[src/rtl/avalon_pkg.sv]
// Shared types and helpers for the Avalon-ST width converters.
package avalon_pkg;

  localparam int DEFAULT_SYMBOL_WIDTH = 8;

  typedef enum logic {
    ST_EMPTY  = 1'b0,
    ST_ACTIVE = 1'b1
  } hold_state_t;

  // Width of an empty field for a beat of the given symbol count (never zero).
  function automatic int empty_width(input int symbols);
    return (symbols > 1) ? $clog2(symbols) : 1;
  endfunction

endpackage

[src/rtl/avalon_st_if.sv]
// Avalon-ST stream bundle with packet framing and valid/ready handshake.
interface avalon_st_if #(
  parameter int DATA_WIDTH  = 64,
  parameter int EMPTY_WIDTH = 3
) ();

  logic [DATA_WIDTH-1:0]  data;
  logic [EMPTY_WIDTH-1:0] empty;
  logic                   sop;
  logic                   eop;
  logic                   vld;
  logic                   rdy;

  modport master (output data, empty, sop, eop, vld, input rdy);
  modport slave  (input data, empty, sop, eop, vld, output rdy);

endinterface

[src/rtl/avalon_downsizer_sub_beat_cnt.sv]
// Sub-beat counter for the downsizer; flags the final sub-beat of the held input beat
// and reports the empty value that sub-beat must carry when it closes a packet.
module avalon_downsizer_sub_beat_cnt #(
  parameter int IN_SYMBOLS      = 8,
  parameter int RATIO           = 4,
  parameter int EMPTY_WIDTH     = 3,
  parameter int OUT_EMPTY_WIDTH = 1
) (
  input  logic                       clk,
  input  logic                       rst_n,
  input  logic                       load,
  input  logic                       advance,
  input  logic                       eop,
  input  logic [EMPTY_WIDTH-1:0]     empty,
  output logic [$clog2(RATIO)-1:0]   cnt,
  output logic                       last,
  output logic [OUT_EMPTY_WIDTH-1:0] last_empty
);

  localparam int CW          = $clog2(RATIO);
  localparam int OUT_SYMBOLS = IN_SYMBOLS / RATIO;
  localparam int OUT_SHIFT   = $clog2(OUT_SYMBOLS);

  logic [CW-1:0]          cnt_reg;
  logic [EMPTY_WIDTH-1:0] valid_m1;
  logic [EMPTY_WIDTH-1:0] rem;
  logic [CW-1:0]          last_idx;

  // Index of the last valid symbol; its sub-beat is the final one of an eop beat.
  assign valid_m1 = EMPTY_WIDTH'(IN_SYMBOLS - 1) - empty;
  assign rem      = valid_m1 & EMPTY_WIDTH'(OUT_SYMBOLS - 1);
  assign last_idx = eop ? CW'(valid_m1 >> OUT_SHIFT) : CW'(RATIO - 1);

  assign cnt        = cnt_reg;
  assign last       = (cnt_reg == last_idx);
  assign last_empty = OUT_EMPTY_WIDTH'(EMPTY_WIDTH'(OUT_SYMBOLS - 1) - rem);

  always_ff @(posedge clk or negedge rst_n) begin
    if (!rst_n) begin
      cnt_reg <= '0;
    end else if (load || (advance && last)) begin
      cnt_reg <= '0;
    end else if (advance) begin
      cnt_reg <= cnt_reg + CW'(1);
    end
  end

endmodule

[src/rtl/avalon_downsizer.sv]
// Avalon-ST width downsizer: splits each wide input beat into RATIO narrow beats,
// trimming the final packet beat by its empty count and flagging framing errors.
module avalon_downsizer
  import avalon_pkg::*;
#(
  parameter int SYMBOL_WIDTH = DEFAULT_SYMBOL_WIDTH,
  parameter int IN_SYMBOLS   = 8,
  parameter int RATIO        = 4
) (
  input  logic        clk,
  input  logic        rst_n,
  avalon_st_if.slave  msg_in,
  avalon_st_if.master msg_out,
  output logic        frame_err
);

  localparam int OUT_SYMBOLS = IN_SYMBOLS / RATIO;
  localparam int IN_WIDTH    = SYMBOL_WIDTH * IN_SYMBOLS;
  localparam int OUT_WIDTH   = SYMBOL_WIDTH * OUT_SYMBOLS;
  localparam int IN_EW       = empty_width(IN_SYMBOLS);
  localparam int OUT_EW      = empty_width(OUT_SYMBOLS);
  localparam int CW          = $clog2(RATIO);

  if (IN_SYMBOLS < 2 || (IN_SYMBOLS & (IN_SYMBOLS - 1)) != 0) begin : g_bad_in_symbols
    $fatal(1, "avalon_downsizer: IN_SYMBOLS must be a power of 2, at least 2");
  end
  if (RATIO < 2 || (RATIO & (RATIO - 1)) != 0 || (IN_SYMBOLS % RATIO) != 0) begin : g_bad_ratio
    $fatal(1, "avalon_downsizer: RATIO must be a power of 2, at least 2, dividing IN_SYMBOLS");
  end
  if ($bits(msg_in.data) != IN_WIDTH || $bits(msg_in.empty) != IN_EW) begin : g_bad_in_if
    $fatal(1, "avalon_downsizer: msg_in width mismatch");
  end
  if ($bits(msg_out.data) != OUT_WIDTH || $bits(msg_out.empty) != OUT_EW) begin : g_bad_out_if
    $fatal(1, "avalon_downsizer: msg_out width mismatch");
  end

  hold_state_t          state_reg, state_next;
  logic [IN_WIDTH-1:0]  data_reg;
  logic [IN_EW-1:0]     empty_reg;
  logic                 sop_reg;
  logic                 eop_reg;
  logic                 in_pkt_reg;
  logic                 frame_err_reg;

  logic                 in_rdy;
  logic                 out_vld;
  logic                 in_xfer;
  logic                 out_xfer;
  logic [CW-1:0]        cnt;
  logic                 last;
  logic [OUT_EW-1:0]    last_empty;
  logic [OUT_WIDTH-1:0] slice [RATIO];

  assign in_xfer  = msg_in.vld & in_rdy;
  assign out_xfer = out_vld & msg_out.rdy;

  // Ready only depends on registered state and downstream ready, never on msg_in.vld.
  always_comb begin
    state_next = state_reg;
    in_rdy     = 1'b0;
    out_vld    = 1'b0;
    case (state_reg)
      ST_EMPTY: begin
        in_rdy = 1'b1;
        if (msg_in.vld) state_next = ST_ACTIVE;
      end
      ST_ACTIVE: begin
        out_vld = 1'b1;
        in_rdy  = last & msg_out.rdy;
        if (last && msg_out.rdy && !msg_in.vld) state_next = ST_EMPTY;
      end
      default: state_next = ST_EMPTY;
    endcase
  end

  always_ff @(posedge clk or negedge rst_n) begin
    if (!rst_n) begin
      state_reg <= ST_EMPTY;
      data_reg  <= '0;
      empty_reg <= '0;
      sop_reg   <= 1'b0;
      eop_reg   <= 1'b0;
    end else begin
      state_reg <= state_next;
      if (in_xfer) begin
        data_reg  <= msg_in.data;
        empty_reg <= msg_in.empty;
        sop_reg   <= msg_in.sop;
        eop_reg   <= msg_in.eop;
      end
    end
  end

  // A sop while inside a packet, or a non-sop outside one, is a framing violation.
  always_ff @(posedge clk or negedge rst_n) begin
    if (!rst_n) begin
      in_pkt_reg    <= 1'b0;
      frame_err_reg <= 1'b0;
    end else if (in_xfer) begin
      frame_err_reg <= (msg_in.sop == in_pkt_reg);
      in_pkt_reg    <= (msg_in.sop | in_pkt_reg) & ~msg_in.eop;
    end else begin
      frame_err_reg <= 1'b0;
    end
  end

  avalon_downsizer_sub_beat_cnt #(
    .IN_SYMBOLS      (IN_SYMBOLS),
    .RATIO           (RATIO),
    .EMPTY_WIDTH     (IN_EW),
    .OUT_EMPTY_WIDTH (OUT_EW)
  ) u_sub_beat_cnt (
    .clk        (clk),
    .rst_n      (rst_n),
    .load       (in_xfer),
    .advance    (out_xfer),
    .eop        (eop_reg),
    .empty      (empty_reg),
    .cnt        (cnt),
    .last       (last),
    .last_empty (last_empty)
  );

  // Symbol 0 sits at the MSBs, so sub-beat 0 is the top slice.
  for (genvar gi = 0; gi < RATIO; gi++) begin : g_slice
    assign slice[gi] = data_reg[IN_WIDTH-1-gi*OUT_WIDTH -: OUT_WIDTH];
  end

  assign msg_in.rdy    = in_rdy;
  assign msg_out.vld   = out_vld;
  assign msg_out.data  = slice[cnt];
  assign msg_out.sop   = sop_reg & (cnt == '0);
  assign msg_out.eop   = eop_reg & last;
  assign msg_out.empty = (eop_reg & last) ? last_empty : '0;
  assign frame_err     = frame_err_reg;

endmodule

[src/flat_wrapper.sv]
// flat-port wrapper written by rule: the top's interface ports become plain ports
module avalon_downsizer_flat import avalon_pkg::*;
#(
  parameter int SYMBOL_WIDTH = DEFAULT_SYMBOL_WIDTH,
  parameter int IN_SYMBOLS   = 8,
  parameter int RATIO        = 4
)
  (clk, rst_n, frame_err, msg_in_data, msg_in_empty, msg_in_sop, msg_in_eop, msg_in_vld, msg_in_rdy, msg_out_data, msg_out_empty, msg_out_sop, msg_out_eop, msg_out_vld, msg_out_rdy);
  avalon_st_if #(.DATA_WIDTH(64), .EMPTY_WIDTH(3)) msg_in_i ();
  avalon_st_if #(.DATA_WIDTH(16), .EMPTY_WIDTH(1)) msg_out_i ();
  input  logic clk;
  input  logic rst_n;
  output logic frame_err;
  input wire logic [$bits(msg_in_i.data)-1:0] msg_in_data;
  input wire logic [$bits(msg_in_i.empty)-1:0] msg_in_empty;
  input wire logic [$bits(msg_in_i.sop)-1:0] msg_in_sop;
  input wire logic [$bits(msg_in_i.eop)-1:0] msg_in_eop;
  input wire logic [$bits(msg_in_i.vld)-1:0] msg_in_vld;
  output wire logic [$bits(msg_in_i.rdy)-1:0] msg_in_rdy;
  output wire logic [$bits(msg_out_i.data)-1:0] msg_out_data;
  output wire logic [$bits(msg_out_i.empty)-1:0] msg_out_empty;
  output wire logic [$bits(msg_out_i.sop)-1:0] msg_out_sop;
  output wire logic [$bits(msg_out_i.eop)-1:0] msg_out_eop;
  output wire logic [$bits(msg_out_i.vld)-1:0] msg_out_vld;
  input wire logic [$bits(msg_out_i.rdy)-1:0] msg_out_rdy;
  assign msg_in_i.data = msg_in_data;
  assign msg_in_i.empty = msg_in_empty;
  assign msg_in_i.sop = msg_in_sop;
  assign msg_in_i.eop = msg_in_eop;
  assign msg_in_i.vld = msg_in_vld;
  assign msg_in_rdy = msg_in_i.rdy;
  assign msg_out_data = msg_out_i.data;
  assign msg_out_empty = msg_out_i.empty;
  assign msg_out_sop = msg_out_i.sop;
  assign msg_out_eop = msg_out_i.eop;
  assign msg_out_vld = msg_out_i.vld;
  assign msg_out_i.rdy = msg_out_rdy;
  avalon_downsizer #(.SYMBOL_WIDTH(SYMBOL_WIDTH), .IN_SYMBOLS(IN_SYMBOLS), .RATIO(RATIO)) u_core (.clk(clk), .rst_n(rst_n), .msg_in(msg_in_i), .msg_out(msg_out_i), .frame_err(frame_err));
endmodule
[config.mk]
export PLATFORM = sky130hd
export DESIGN_NAME = avalon_downsizer_flat
export DESIGN_NICKNAME = d
export VERILOG_FILES = /design/src/rtl/avalon_pkg.sv /design/src/rtl/avalon_st_if.sv /design/src/rtl/avalon_downsizer_sub_beat_cnt.sv /design/src/rtl/avalon_downsizer.sv /design/src/flat_wrapper.sv
export SDC_FILE = /design/constraint.sdc
export NUM_CORES = 1
export LEC_CHECK = 0
export ABC_CLOCK_PERIOD_IN_PS = 2000
export CAP_MARGIN = 20
export CORE_MARGIN = 8
export CORE_UTILIZATION = 42
export CTS_CLUSTER_DIAMETER = 200
export CTS_CLUSTER_SIZE = 28
export DETAILED_ROUTE_END_ITERATION = 8
export PLACE_DENSITY = 0.71
export SYNTH_ARGS = -nofsm -noshare
export SYNTH_HDL_FRONTEND = slang
export SYNTH_SLANG_ARGS = --single-unit
[constraint.sdc]
create_clock -name clk -period 2 [get_ports clk]
set_input_delay 0.4 -clock clk [delete_from_list [all_inputs] [get_ports clk]]
set_output_delay 0.4 -clock clk [all_outputs]
set_load 0.02 [all_outputs]
Word level (Yosys, flattened, before mapping):

Index checks and enable logic that the tools add are counted.

* register bits after elaboration: 74
* bits in latches: 0
* bits in writable memories: 0
* bits in read-only memories: 0
* input bits: 73
* output and inout port bits: 22
* word-level logic and storage cells: 44
* memories kept: 0

* add/sub/neg operators: 3
* $mul: 0
* divide/modulo/power cells: 0
* $lt $le $gt $ge: 1
* eq/ne operators: 2
* shift-type cells: 0
* mux-type cells: 13
* bitwise operators: 10
* reduce and logical (&&, ||, !) cells: 7

Operator list (number)
* binary-select mux 16 bit (select 2 bit): 1
* two-way mux 16 bit: 2
* bitwise AND 1 bit: 6
* two-way mux 2 bit: 3
* two-way mux 1 bit: 5
* one-hot mux 1 bit (2 select lines): 2
* greater-or-equal comparator 3 bit (second input constant): 1
* logical AND 1 bit: 3
* inverter 2 -> 3 bit: 1
* subtractor 3 bit (first input constant): 1
* adder 2 x 1 -> 2 bit (second input constant): 1
* == test 2 bit: 1
* logical NOT 2 bit: 1
* inverter 1 bit: 2
* nonzero test 2 bit: 1
* == test 1 bit: 1
* logical NOT 1 bit: 1
* logical OR 1 bit: 1
* OR 1 bit: 1
* subtractor 1 bit (first input constant): 1

Longest topological paths before layout:

Gate-level depths: netlist of run 1.

* word-level depth: 8
* depth in mapped cells: 5
* depth with buffers taken out: 4

By module:

A second synthesis of run 1 with hierarchy kept.

* cells, all modules: 365
* area, all modules: 4362.9 um^2

By module, submodules not included
* avalon_downsizer: instances 1, cells each 347, area each 4196.5 um^2, seq. area each 1801.7 um^2
* avalon_downsizer_sub_beat_cnt: instances 1, cells each 18, area each 166.4 um^2, seq. area each 50.0 um^2

Least setup slack after synthesis of run 1:

Ideal clock, no wire load.

* kind: register to output
* from: reg u_core.u_sub_beat_cnt.cnt_reg[0] (netlist: u_core.u_sub_beat_cnt.cnt[0])
* to: out msg_out_data[0]
* data arrival time: 1440 ps
* required time: 1600 ps
* slack: 160 ps
* cell stages (with the launch flop): 4
* buffers on the path: 2
* path through: dfrtp_1 buf_4 buf_2 mux4_2

* cells in the longest elaborated chain, start to end: 4

RTL lines
* start, declared: RTL line avalon_downsizer_sub_beat_cnt.sv:24 `logic [CW-1:0] cnt_reg;`
* start signal, assigned: RTL line avalon_downsizer_sub_beat_cnt.sv:44 `cnt_reg <= cnt_reg + CW'(1);`
* inverter 2 -> 3 bit (not written as such): RTL line avalon_downsizer.sv:131 `assign msg_out.data = slice[cnt];`
* binary-select mux 16 bit (select 2 bit): RTL line avalon_downsizer.sv:131
* two-way mux 16 bit (not written as such) (2 in series): RTL line avalon_downsizer.sv:131
* end, declared: RTL line flat_wrapper.sv:20 `output wire logic [$bits(msg_out_i.data)-1:0] msg_out_data;`

Every way passes these cells. The select of a mux whose other input is x is not followed.

Final worst setup path of run 1:

* from: reg u_core.u_sub_beat_cnt.cnt_reg[0] (netlist: u_core.u_sub_beat_cnt.cnt[0])
* to: out msg_out_data[2]

Same word-level chain as after synthesis.

==> flow_summary.ini, run 1 <==
[clock_network]
cts_tree = done
clk_latency_ns = 0.34
cts_buffers = 9
clk_path_buf_depth = 2
cts_max_level = 3
clock_sinks = 74
root_buffer = clkbuf_8
clk_pin_slew_ns = 0.08

[min_path]
hold_class = reg2reg

[drt]
dr_wl_met2_um = 4290
post_drt_via_cell_ratio = 4.87
routedWlPerCell_um = 19.2
top_layer = met4
vias = 2146
met1Wirelength_um = 3700
route.met3.wl_um = 423
ant_nets = 0
drt_iter0_drc = 41
drcViolationCount = 0
routed_wl_um = 8470
first_pass_iters = 4

[floorplanning]
coreArea_um2 = 8260
die_x_um = 108
die_h_um = 108
rows = 33
start_util_pct = 43.3
ios = 95
fp.dieArea_um2 = 11700

[place]
dp.cells = 417
dpl.hpwl_um = 6060
dpl_cell_area_um2 = 4830
io_buffers = 94
gp_congestion = 0.744

[run_status]
violations = negative setup slack
status = finished, violations left

[timing]
skew_ns = 0.00998
drv_slew = 0
period_minus_slack_ns = 2.06
slew_headroom_pct = 72.9
max_freq_mhz = 486
fin_crit_sh_pct = 103
setup_slack_ns = -0.0560
hold_viol = 0
rsz0062_at_grt = true
tightest_slew_ns = 0.407
setup_violations = 63

[pwr]
ir_drop_uv = 863
clockPowerShare_pct = 15.9
leakage_nw = 2.34
p_per_area_nw_per_um2 = 1620
pwr-share-seq_pct = 31.5
p_sw_mw = 2.66
swShare_pct = 30.8
p_int_mw = 5.98
p_comb_share_pct = 52.6
power_mw = 8.64

[synthesis]
syn_inst = 201
yosysWarnings = 0
postSynthNetCount = 276
syn_avg_cell_area_um2 = 17.8
syn_area_um2 = 3580
yosysSeqAreaShare_pct = 51.8
async_flop_share_pct = 100
synth-edff-count = 0
synth_cell_types = 25
synth-seq-cells = 74
synth_ff_type = dfrtp_1

[critical_path]
cp-end-kind = primary output
path_class = reg2out
arrival_ns = 1.66
critPathLaunchType = flop
crit_required_ns = 1.60
worstPathMaxFanout = 6

[layout]
layout-drive-gt1-share_pct = 49.7
fin_nets = 406
multiInputGateArea_um2 = 1640
antenna_cells = 0
fin_area_um2 = 5320
area_growth_pct = 48.7
fillerInstances = 618
final_cells = 441
regArea_um2 = 1850
largest_reg_flops = 64

[global_route]
grt_pass1_vias = 2432
gr-usage-all-layers_pct = 14.4
grt_pass1_wl_um = 13000
grt_max_degree = 44
antenna_found_initial = 0
grt_overflow_total = 0

[job]
max-cap-violations = 0
[metal layers]
layer | track usage, % | up-vias
li1 | - | 1000
met1 | 18.0 | 1089
met2 | 23.2 | 53
met3 | 5.23 | 4
met4 | 3.62 | 0
met5 | 0 | -
[what timing repair did]
action                     CTS  global route
hold endpoints to repair    31             0
resized for setup           96            48
pin swaps                    3             1
setup endpoints to repair   52            87
hold buffers                 1             0
buffers inserted             0             3
cloned                       0             4
[placed cells by master, fill, tap and decap left out, types with 2 or more instances in the layout]
cell	netlist	final
buf_4	1	13
buf_2	2	4
ha_1	2	2
buf_12	0	7
mux2_4	70	70
buf_6	7	20
and2_1	4	2
dfrtp_2	0	2
mux4_2	16	16
clkbuf_16	0	4
inv_1	5	5
and2_4	0	2
clkbuf_1	0	2
o21ai_0	2	2
bufinv_16	0	3
nor2_1	3	2
buf_8	0	8
clkbuf_8	0	9
clkdlybuf4s50_1	0	73
dfrtp_1	74	72
[logic make-up after synthesis]
family	Yosys count	share of synthesized area (%)
adders and majority gates	2	0.699
xor gates and xnor gates	2	0.490
buffers and inverters	16	3.32
muxes	86	39.5
DFF	74	51.8
and+or+nand+nor	14	2.48
AOI/OAI and AO/OA	7	1.78
[worst max-delay path, stage by stage, from the launching register on]
cell and delay (ns):
dfrtp_2 0.45, buf_8 0.16, mux4_2 0.55, buf_6 0.16
[metrics by stage]
step | TNS [ns] | hold WS [ns] | utilization [%] | setup WS [ns]
final | -1.35 | 0.510 | 64.4 | -0.0560
after global routing | -5.57 | 0.523 | 64.4 | -0.103
after CTS | -0.793 | 0.514 | 61.0 | -0.0753
after detailed placement | -5.94 | 0.362 | 58.5 | -0.201
after global placement | -4.70 | 0.365 | 58.5 | -0.125
after floorplan | 0 | 0.104 | - | 0.160
[cells in the mapped netlist (2+ instances only)]
| cell | count | share of area, % |
|---|---|---|
| ha_1 | 2 | 0.70 |
| inv_1 | 5 | 0.52 |
| nor2_1 | 3 | 0.31 |
| mux2_4 | 70 | 29 |
| and2_1 | 4 | 0.70 |
| buf_6 | 7 | 2.2 |
| mux4_2 | 16 | 10 |
| o21ai_0 | 2 | 0.28 |
| buf_2 | 2 | 0.28 |
| xor2_1 | 2 | 0.49 |
| dfrtp_1 | 74 | 52 |
[path summary, 6_finish.rpt]
| path | cells past startpoint | end | slack [ns] | startpoint |
|---|---|---|---|---|
| min in group asynchronous | 2 | u_core.data_reg[27] | 0.55 | rst_n |
| max | 3 | msg_out_data[2] | -0.06 | u_core.u_sub_beat_cnt.cnt[0] |
| max in group asynchronous | 3 | u_core.empty_reg[1] | 0.86 | rst_n |
| min | 1 | u_core.data_reg[37] | 0.51 | u_core.data_reg[37] |
| max reg2reg | 7 | u_core.data_reg[29] | -0.05 | u_core.u_sub_beat_cnt.cnt[0] |
| min reg2reg | 1 | u_core.data_reg[37] | 0.51 | u_core.data_reg[37] |
[power groups by stage]
| stage | clock network, mW | registers [mW] | logic [mW] |
|---|---|---|---|
| 2_1_floorplan | 0 | 2.54 | 2.80 |
| 3_3_place_gp | 0 | 2.67 | 4.16 |
| 3_5_place_dp | 0 | 2.70 | 4.22 |
| 4_1_cts | 1.41 | 2.71 | 4.03 |
| 5_1_grt | 1.48 | 2.82 | 4.79 |
| 6_report | 1.38 | 2.72 | 4.54 |
[area by class of cell]
class	instances	share of cell area [%]
clock buffer	11	2.47
clock inverter	5	1.93
inverter	5	0.353
multi-input combinational	111	30.8
sequential	74	34.9
tap	105	2.47
timing repair buffer	130	27.1
No activity file was read; power rests on OpenSTA's default activity.
==> inputs of run 2 (changes only) <==
--- a/config.mk
+++ b/config.mk
@@ -13,6 +13,8 @@
 export CTS_CLUSTER_SIZE = 28
 export DETAILED_ROUTE_END_ITERATION = 8
 export PLACE_DENSITY = 0.71
+export SKIP_LAST_GASP = 1
+export SLEW_MARGIN = 15
 export SYNTH_ARGS = -nofsm -noshare
 export SYNTH_HDL_FRONTEND = slang
 export SYNTH_SLANG_ARGS = --single-unit
==> run 2 against run 1 <==
Cell count did not move. Sequential power is essentially flat. Via count barely moved. Non-clock buffer count stayed put. First-iteration DRC count increased by 17%. Sequential share of layout area increased by 0.60 points. Critical path depth unchanged. Design area fell by 1.7%. Sequential cell count unchanged. Critical endpoint unchanged. The run still ends with negative setup slack left.
==> flow_summary.ini, run 2 (synthesis gave the netlist of run 1 again) <==
[layout]
largest_reg_flops = 64
finish.utilization_pct = 63.3
antenna_cells = 0
fin_nets = 406
fin_area_um2 = 5230
layout-drive-gt1-share_pct = 49.7
final_cell_mix = 73 x clkdlybuf4s50_1, 72 x dfrtp_1, 70 x mux2_4
area_growth_pct = 46.2
final_common_cell = clkdlybuf4s50_1

[min_path]
hold_class = reg2reg

[global_route]
antenna_found_initial = 0
gr-usage-all-layers_pct = 14.4
grt_pass1_wl_um = 13000
grt_pass1_vias = 2432
grt_overflow_total = 0
grt_max_degree = 44

[floorplanning]
rows = 33
fp.dieArea_um2 = 11700
coreArea_um2 = 8260
ios = 95
start_util_pct = 43.3
die_x_um = 108
die_h_um = 108

[critical_path]
regToRegSetupSlack_ns = -0.02
slowest_stage = mux4_2
cp_cell_sequence = buf_6, mux4_2, buf_2
crit_required_ns = 1.60
path_class = reg2out
slowest_delay_ns = 0.53
arrival_ns = 1.65
cp-end-kind = primary output
critPathLaunchType = flop
worstPathMaxFanout = 6

[timing]
period_minus_slack_ns = 2.05
drv_slew = 0
hold_viol = 0
setup_slack_ns = -0.0521
rsz0062_at_grt = true
holdWs_ns = 0.510
skew_ns = 0.00981
fin_crit_sh_pct = 103
max_freq_mhz = 487
slew_headroom_pct = 72.8
setup_violations = 27
tightest_slew_ns = 0.407

[drt]
post_drt_via_cell_ratio = 4.87
routed_wl_um = 8420
ant_nets = 0
vias = 2148
routedWlPerCell_um = 19.1
drcViolationCount = 0
drt_iter0_drc = 48
first_pass_iters = 4

[job]
max-cap-violations = 0

[clock_network]
clk_latency_ns = 0.34
cts_max_level = 3
cts_tree = done
clk_pin_slew_ns = 0.08
clk_path_buf_depth = 2
cts_buffers = 9
root_buffer = clkbuf_8
clock_sinks = 74

[run_status]
violations = negative setup slack
status = finished, violations left

[place]
io_buffers = 94
dpl.hpwl_um = 6060
gp_congestion = 0.744
dpl_cell_area_um2 = 4830

[pwr]
ir_drop_uv = 773
leakage_nw = 2.32
p_per_area_nw_per_um2 = 1580
-- run 2: cell count changes in the layout (fill, tap and decap cells not counted) --
cell    before  now
buf_6       20    8
buf_2        4   17
buf_12       7    6
-- run 2: worst paths after layout --
kind | startpoint | to | cells past startpoint
setup / recovery | u_core.u_sub_beat_cnt.cnt[0] | msg_out_data[2] | 3
hold / removal | u_core.data_reg[51] | u_core.data_reg[51] | 1
setup reg to reg | u_core.u_sub_beat_cnt.cnt[0] | u_core.data_reg[42] | 7
hold reg to reg | u_core.data_reg[51] | u_core.data_reg[51] | 1
max in group asynchronous | rst_n | u_core.empty_reg[1] | 3
min in group asynchronous | rst_n | u_core.data_reg[11] | 2
-- run 2: cell type report --
class	instances	area, um2
clock buffer	11	131
fill	635	3030
inverter	5	18.8
multi-input combinational	111	1640
clock inverter	5	103
tap	105	131
timing repair buffer	130	1350
sequential	74	1850
-- run 2: where the power goes --
| part | switching, mW | total (mW) | leakage, nW | internal [mW] |
|---|---|---|---|---|
| Combinational | 1.57 | 4.16 | 1.31 | 2.59 |
| Sequential | 0.469 | 2.71 | 0.890 | 2.24 |
| Clock | 0.543 | 1.37 | 0.114 | 0.828 |
-- run 2: metrics by stage --
step	power (mW)	setup WS [ns]	setup TNS, ns	instances
2_1_floorplan	5.34	0.160	0	201
3_3_place_gp	6.83	-0.125	-4.70	417
3_5_place_dp	6.92	-0.201	-5.94	417
4_1_cts	8.14	-0.0753	-0.811	434
5_1_grt	8.72	-0.120	-3.54	441
6_report	8.25	-0.0521	-0.499	441
-- run 2: timing repair --
item,in CTS,in global routing
gates resized for setup,95,20
pin swaps,3,1
buffers inserted,0,3
setup endpoints to repair,52,87
hold buffers,1,0
cloned,0,4
hold endpoints to repair,31,0
-- run 2: per-layer routing --
metal,up-vias,GRT usage [%],routed length [um]
li1,1002,-,-
met1,1089,17.9,3670
met2,53,23.2,4270
met3,4,5.23,432
met4,0,3.62,56
met5,-,0,0
-- run 2: worst max-delay path, delay by kind of cell (launching register included) --
family	cells	cell delay, ns
muxes	1	0.53
DFF	1	0.43
buffers and inverters	2	0.35
